### config.mk
export PLATFORM = sky130hd
export DESIGN_NAME = mr_wb_arb
export DESIGN_NICKNAME = d
export VERILOG_FILES = /design/src/rtl/mr_wb_arb.sv
export SDC_FILE = /design/constraint.sdc
export NUM_CORES = 1
export LEC_CHECK = 0
export BUFFER_PORTS_ARGS = -buffer_cell sky130_fd_sc_hd__buf_4
export CORE_UTILIZATION = 50
export DETAILED_ROUTE_END_ITERATION = 10
export PLACE_DENSITY_LB_ADDON = 0.12
export SYNTH_ARGS = -nofsm -noshare
export SYNTH_HDL_FRONTEND = slang
export SYNTH_SLANG_ARGS = --single-unit
### constraint.sdc
create_clock -name clk -period 2.8 [get_ports clk]
set_input_delay 0.84 -clock clk [delete_from_list [all_inputs] [get_ports clk]]
set_output_delay 0.84 -clock clk [all_outputs]
set_load 0.005 [all_outputs]
### src/rtl/mr_wb_arb.sv
// Writeback arbiter: ALU and LSU results each park in a one-entry holding register.
// The oldest held entry by issue tag drives the shared register-file write port.
module mr_wb_arb #(
  parameter int XLEN        = 32,
  parameter int REGSEL_BITS = 5,
  parameter int SEQ_BITS    = 3
) (
  input  logic                   clk,
  input  logic                   rst,
  input  logic                   a_valid,
  output logic                   a_ready,
  input  logic [REGSEL_BITS-1:0] a_reg,
  input  logic [XLEN-1:0]        a_val,
  input  logic [SEQ_BITS-1:0]    a_seq,
  input  logic                   a_jmp,
  input  logic                   m_valid,
  output logic                   m_ready,
  input  logic [REGSEL_BITS-1:0] m_reg,
  input  logic [XLEN-1:0]        m_val,
  input  logic [SEQ_BITS-1:0]    m_seq,
  output logic                   wb_valid,
  output logic [REGSEL_BITS-1:0] wb_reg,
  output logic [XLEN-1:0]        wb_val,
  output logic                   jmp_done
);

  logic                   ha_full_q, ha_full_d;
  logic [REGSEL_BITS-1:0] ha_reg_q,  ha_reg_d;
  logic [XLEN-1:0]        ha_val_q,  ha_val_d;
  logic [SEQ_BITS-1:0]    ha_seq_q,  ha_seq_d;
  logic                   ha_jmp_q,  ha_jmp_d;

  logic                   hm_full_q, hm_full_d;
  logic [REGSEL_BITS-1:0] hm_reg_q,  hm_reg_d;
  logic [XLEN-1:0]        hm_val_q,  hm_val_d;
  logic [SEQ_BITS-1:0]    hm_seq_q,  hm_seq_d;

  logic                   wb_valid_q, wb_valid_d;
  logic [REGSEL_BITS-1:0] wb_reg_q,   wb_reg_d;
  logic [XLEN-1:0]        wb_val_q,   wb_val_d;
  logic                   jmp_done_q, jmp_done_d;

  logic                   grant_a;
  logic                   grant_m;
  logic [SEQ_BITS-1:0]    seq_diff;
  logic                   a_fire;
  logic                   m_fire;

  // Modular tag difference: MSB set means HA was issued before HM.
  always_comb begin
    seq_diff = ha_seq_q - hm_seq_q;
    grant_a  = ha_full_q & (~hm_full_q | seq_diff[SEQ_BITS-1]);
    grant_m  = hm_full_q & ~grant_a;
  end

  // Ready looks at this cycle's grant so a draining entry can be refilled at once.
  always_comb begin
    a_ready = ~rst & (~ha_full_q | grant_a);
    m_ready = ~rst & (~hm_full_q | grant_m);
    a_fire  = a_valid & a_ready;
    m_fire  = m_valid & m_ready;
  end

  always_comb begin
    ha_full_d = ha_full_q;
    ha_reg_d  = ha_reg_q;
    ha_val_d  = ha_val_q;
    ha_seq_d  = ha_seq_q;
    ha_jmp_d  = ha_jmp_q;
    if (a_fire) begin
      ha_full_d = 1'b1;
      ha_reg_d  = a_reg;
      ha_val_d  = a_val;
      ha_seq_d  = a_seq;
      ha_jmp_d  = a_jmp;
    end else if (grant_a) begin
      ha_full_d = 1'b0;
    end
  end

  always_comb begin
    hm_full_d = hm_full_q;
    hm_reg_d  = hm_reg_q;
    hm_val_d  = hm_val_q;
    hm_seq_d  = hm_seq_q;
    if (m_fire) begin
      hm_full_d = 1'b1;
      hm_reg_d  = m_reg;
      hm_val_d  = m_val;
      hm_seq_d  = m_seq;
    end else if (grant_m) begin
      hm_full_d = 1'b0;
    end
  end

  // Register and data hold their last value when nothing is granted.
  always_comb begin
    wb_valid_d = grant_a | grant_m;
    jmp_done_d = grant_a & ha_jmp_q;
    wb_reg_d   = wb_reg_q;
    wb_val_d   = wb_val_q;
    if (grant_a) begin
      wb_reg_d = ha_reg_q;
      wb_val_d = ha_val_q;
    end else if (grant_m) begin
      wb_reg_d = hm_reg_q;
      wb_val_d = hm_val_q;
    end
  end

  always_ff @(posedge clk) begin
    if (rst) begin
      ha_full_q  <= 1'b0;
      ha_reg_q   <= '0;
      ha_val_q   <= '0;
      ha_seq_q   <= '0;
      ha_jmp_q   <= 1'b0;
      hm_full_q  <= 1'b0;
      hm_reg_q   <= '0;
      hm_val_q   <= '0;
      hm_seq_q   <= '0;
      wb_valid_q <= 1'b0;
      wb_reg_q   <= '0;
      wb_val_q   <= '0;
      jmp_done_q <= 1'b0;
    end else begin
      ha_full_q  <= ha_full_d;
      ha_reg_q   <= ha_reg_d;
      ha_val_q   <= ha_val_d;
      ha_seq_q   <= ha_seq_d;
      ha_jmp_q   <= ha_jmp_d;
      hm_full_q  <= hm_full_d;
      hm_reg_q   <= hm_reg_d;
      hm_val_q   <= hm_val_d;
      hm_seq_q   <= hm_seq_d;
      wb_valid_q <= wb_valid_d;
      wb_reg_q   <= wb_reg_d;
      wb_val_q   <= wb_val_d;
      jmp_done_q <= jmp_done_d;
    end
  end

  always_comb begin
    wb_valid = wb_valid_q;
    wb_reg   = wb_reg_q;
    wb_val   = wb_val_q;
    jmp_done = jmp_done_q;
  end

  // Equal tags in both entries mean the issue stage broke its tag discipline.
  assert property (@(posedge clk) disable iff (rst)
    !(ha_full_q && hm_full_q && (ha_seq_q == hm_seq_q)));

endmodule

Word-level counts from Yosys, hierarchy flattened
Index checks and enable logic that the tools add are counted.
{"block": "totals", "ff_bits": 122, "in_bits": 85, "output_inout_bits": 41}
{"block": "classes", "n_addsub": 1, "muxes": 8, "n_bitwise": 15, "n_reduce_logical": 3}
{"operator": "32-bit 2-to-1 mux", "n": 2}
{"operator": "5-bit 2-to-1 mux", "n": 2}
{"operator": "1-bit AND", "n": 7}
{"operator": "2-bit nonzero test", "n": 3}
{"operator": "1-bit 2-to-1 mux", "n": 4}
{"operator": "1-bit inverter", "n": 4}
{"operator": "1-bit bitwise OR", "n": 4}
{"operator": "3-bit subtractor", "n": 1}

Depth between registers and ports, before layout
{"block": "logic_depth", "word_depth": 9, "depth_mapped": 8, "mapped_depth_nobuf": 6}

Least setup slack after synthesis
No wires, ideal clock.
{"block": "synth_path", "path_type": "flip-flop to output port", "startpoint": "register hm_seq_q[1]", "endpoint": "output m_ready", "arrival_ns": 1.372, "path_slack_ns": 0.588, "stages_incl_launch_ff": 6, "n_path_buf": 0, "path_cell_list": "dfxtp_1 inv_1 ha_1 a21o_2 xnor2_2 a31oi_1"}
{"block": "synth_between", "elab_chain_cells": 7}
{"element": "start: declaration", "line_no": "36", "text": "logic [SEQ_BITS-1:0] hm_seq_q, hm_seq_d;"}
{"element": "start signal: assignment", "line_no": "135", "text": "hm_seq_q <= hm_seq_d;"}
{"element": "3-bit subtractor", "line_no": "51", "text": "seq_diff = ha_seq_q - hm_seq_q;"}
{"element": "1-bit bitwise OR", "line_no": "52", "text": "grant_a = ha_full_q & (~hm_full_q | seq_diff[SEQ_BITS-1]);"}
{"element": "1-bit AND", "line_no": "52"}
{"element": "1-bit inverter", "line_no": "53", "text": "grant_m = hm_full_q & ~grant_a;"}
{"element": "1-bit AND", "line_no": "53"}
{"element": "1-bit bitwise OR", "line_no": "59", "text": "m_ready = ~rst & (~hm_full_q | grant_m);"}
{"element": "1-bit AND", "line_no": "59"}
{"element": "end: declaration", "line_no": "17", "text": "output logic m_ready,"}
No other way between the ends.

Final worst setup path
{"block": "layout_path", "startpoint": "register ha_full_q", "endpoint": "output a_ready"}
{"block": "layout_between", "elab_chain_cells": 3}
{"element": "start: declaration", "line_no": "27", "text": "logic ha_full_q, ha_full_d;"}
{"element": "start signal: assignment", "line_no": "127", "text": "ha_full_q <= ha_full_d;"}
{"element": "1-bit AND or 1-bit inverter (tied branches)", "line_no": "52, 58"}
{"element": "1-bit bitwise OR *", "line_no": "58", "text": "a_ready = ~rst & (~ha_full_q | grant_a);"}
{"element": "1-bit AND *", "line_no": "58"}
{"element": "end: declaration", "line_no": "11", "text": "output logic a_ready,"}
Every way passes the cells marked *; elsewhere a longest branch is shown, timed or not.

==> results.py <==
metrics = {
    "setup_path": {
        "cp_data_arrival_time_ps": 1800,
        "cp-start-kind": "register",
        "end_kind": "output port",
        "cp_max_fo": 8,
        "worstSetupPathType": "reg2out",
        "reg2reg_depth": 7,
        "cp.required_ps": 1960,
    },
    "place": {
        "dp_hpwl_mm": 6.19,
        "place_ws_ps": 357,
        "io_buffers": 125,
        "gp_congestion": 0.766,
    },
    "global_route": {
        "gr-usage-met2": 0.397,
        "grt_start_max_net_pins": 41,
        "grt_pass1_wl_mm": 16.6,
        "use_met1": 0.320,
        "grt_usage": 0.248,
        "grt_busiest_layer": "met2",
        "grt_pass1_vias": 3329,
        "antenna_found_initial": 0,
        "grt_overflow_total": 0,
        "grt_use_met3": 0.0773,
    },
    "detailed_routing": {
        "final_antenna_net_count": 0,
        "vias": 3278,
        "viasPerCell": 5.66,
        "drc_errors": 0,
        "first_iter_violations": 102,
        "drtPass1Iterations": 4,
        "wire_per_inst_um": 18.3,
        "wl_mm": 10.6,
    },
    "power": {
        "ir_drop_mv": 0.474,
        "powerDensity_nw_per_um2": 758,
        "leakagePower_nw": 2.59,
    },
    "cells_and_area": {
        "num_antenna_cells": 0,
        "post-route-util": 0.709,
        "layout-drive-gt1-share": 0.382,
        "final_net_count": 549,
        "syn_to_final_growth_pct": 36.5,
    },
    "synthesis": {
        "synth_seq_cells": 122,
        "synth_area_um2": 4270,
        "syn_avg_cell_area_um2": 12.5,
        "synth_seq_area_share": 0.572,
        "synth.area.top_cells": "dfxtp_1 (57%), a22o_1 (16%), a221o_1 (8.7%)",
        "synth_cells": 341,
        "synth_area_leader_cell": "dfxtp_1",
        "synth_nets": 427,
        "synth_top_area_frac": 0.572,
        "yosysUniqueCellTypes": 32,
        "ys_warn_count": 0,
    },
    "status": {
        "outcome": "finished, final reports clean",
    },
    "sta": {
        "maxSlewViolCount": 0,
        "finalWorstSetupSlack_ps": 158,
        "max-slew-margin-rel": 0.261,
        "setup_tns_ps": 0,
        "post-route-period-util": 0.944,
        "hold_viol_final": 0,
        "fin_crit_ps": 2640,
        "fin_skew_ps": 7.79,
        "fmax_mhz": 378,
        "final-setup-viol-count": 0,
        "worst_pin_slew_ps": 1110,
        "rsz0062_at_grt": "false",
    },
    "worst_hold_path": {
        "hold_class": "reg2reg",
        "whs_path_depth": 1,
    },
    "floorplan": {
        "num_rows": 33,
        "die_h_um": 94.4,
        "coreArea_um2": 8220,
        "initial_utilization": 0.519,
        "io_pins": 126,
        "die_x_um": 94.4,
        "die-area_um2": 8910,
    },
    "clock_tree": {
        "clk_pin_slew_ps": 50,
        "numCtsBuffers": 17,
        "cts-root-buf": "clkbuf_8",
        "clock_latency_ps": 510,
        "h-tree-depth": 4,
        "clk_path_buf_depth": 2,
        "cts.sinks": 122,
        "cts_tree": "yes",
    },
    "run": {
        "maxCapViolCount": 0,
    },
}
[path summary, 6_finish.rpt]
check,from,to,slack (ps)
worst min register to register,ha_jmp_q,jmp_done,450
worst max-delay path,ha_full_q,a_ready,160
worst min-delay path,ha_jmp_q,jmp_done,450
worst max register to register,hm_seq_q[1],wb_val[6],400
[cell families (layout without fill, tap and decap cells)]
| kind of cell | Yosys count | count (layout) | share of synthesized area |
|---|---|---|---|
| fa+ha+maj | 1 | 1 | 0.00293 |
| xor+xnor | 4 | 4 | 0.00997 |
| mux | 1 | 1 | 0.00235 |
| buf+inv | 33 | 166 | 0.0563 |
| flops | 122 | 122 | 0.572 |
| compound gates | 129 | 129 | 0.284 |
| simple gates | 51 | 51 | 0.0724 |
[worst max-delay path, stage by stage (launching register included)]
cell       delay [ps]
dfxtp_2           440
nand2_1           200
a2111oi_4         410
a211oi_2          100
buf_4             150
[metrics by stage]
step	instances	instance area [µm²]	hold slack, ps	total power [mW]
2_1_floorplan	341	4270	430	2.14
3_3_place_gp	548	5200	446	2.32
3_5_place_dp	548	5200	445	2.33
4_1_cts	579	5800	457	4.42
5_1_grt	579	5820	479	4.56
6_report	579	5820	450	4.42
[layout by cell type (no fill, tap or decap), types with 2 or more instances in the layout]
cell,n
nand2b_1,2
clkinv_2,3
nor2_1,4
dfxtp_2,2
and2_1,38
a21oi_1,3
clkinvlp_4,2
clkbuf_16,16
buf_4,133
a211oi_2,2
xnor2_1,2
inv_1,3
bufinv_16,2
a22o_1,79
a21oi_4,2
dfxtp_1,120
clkbuf_8,6
a221o_1,37
[routing by layer]
layer | wire length [µm] | vias up
met5 | 0 | -
met4 | 64 | 0
li1 | - | 1550
met1 | 4640 | 1588
met2 | 5050 | 131
met3 | 838 | 9
[report_power, final]
group          internal [mW]  switching, mW  leakage [nW]  total [mW]
Clock                   1.37          0.729         0.282        2.10
Sequential              1.84         0.0635          1.00        1.91
Combinational          0.227          0.185          1.31       0.412
Total                   3.44          0.978          2.59        4.42
[layout make-up]
| cell class | count | area, µm² |
|---|---|---|
| repair buffers | 133 | 998 |
| clock inverters | 7 | 90.1 |
| multi-input cells | 186 | 1660 |
| fillers | 620 | 2390 |
| clock buffers | 23 | 487 |
| well taps | 105 | 131 |
| inverters | 3 | 11.3 |
| flip-flops and latches | 122 | 2440 |
[Yosys cell counts]
cell type and number:
xnor2_1 2, o31ai_1 1, a211oi_2 2, a31oi_1 1, and2_1 39, dfxtp_1 122
nand2b_4 1, xor2_1 1, inv_1 3, ha_1 1, a22o_1 79, nor3_1 1
nor2_1 5, clkbuf_2 1, buf_2 8, buf_6 12, nand3_1 1, nand2_1 1
buf_4 4, clkbuf_1 4, a22o_2 1, a221o_1 37, nand2b_1 2, xnor2_2 1
a21o_2 1, a21oi_4 1, mux2i_1 1, a2111oi_4 1, a311oi_4 1, a21oi_1 4
or2_2 1, buf_1 1
[what timing repair did]
action / 4_1_cts / 5_1_grt
pin swaps: 1 / 1
gates cloned: 0 / 0
hold buffers: 0 / 0
buffers inserted: 1 / 0
endpoints found under the setup margin: 2 / 2
resized for setup: 3 / 3
(Power assumes the default switching activity.)
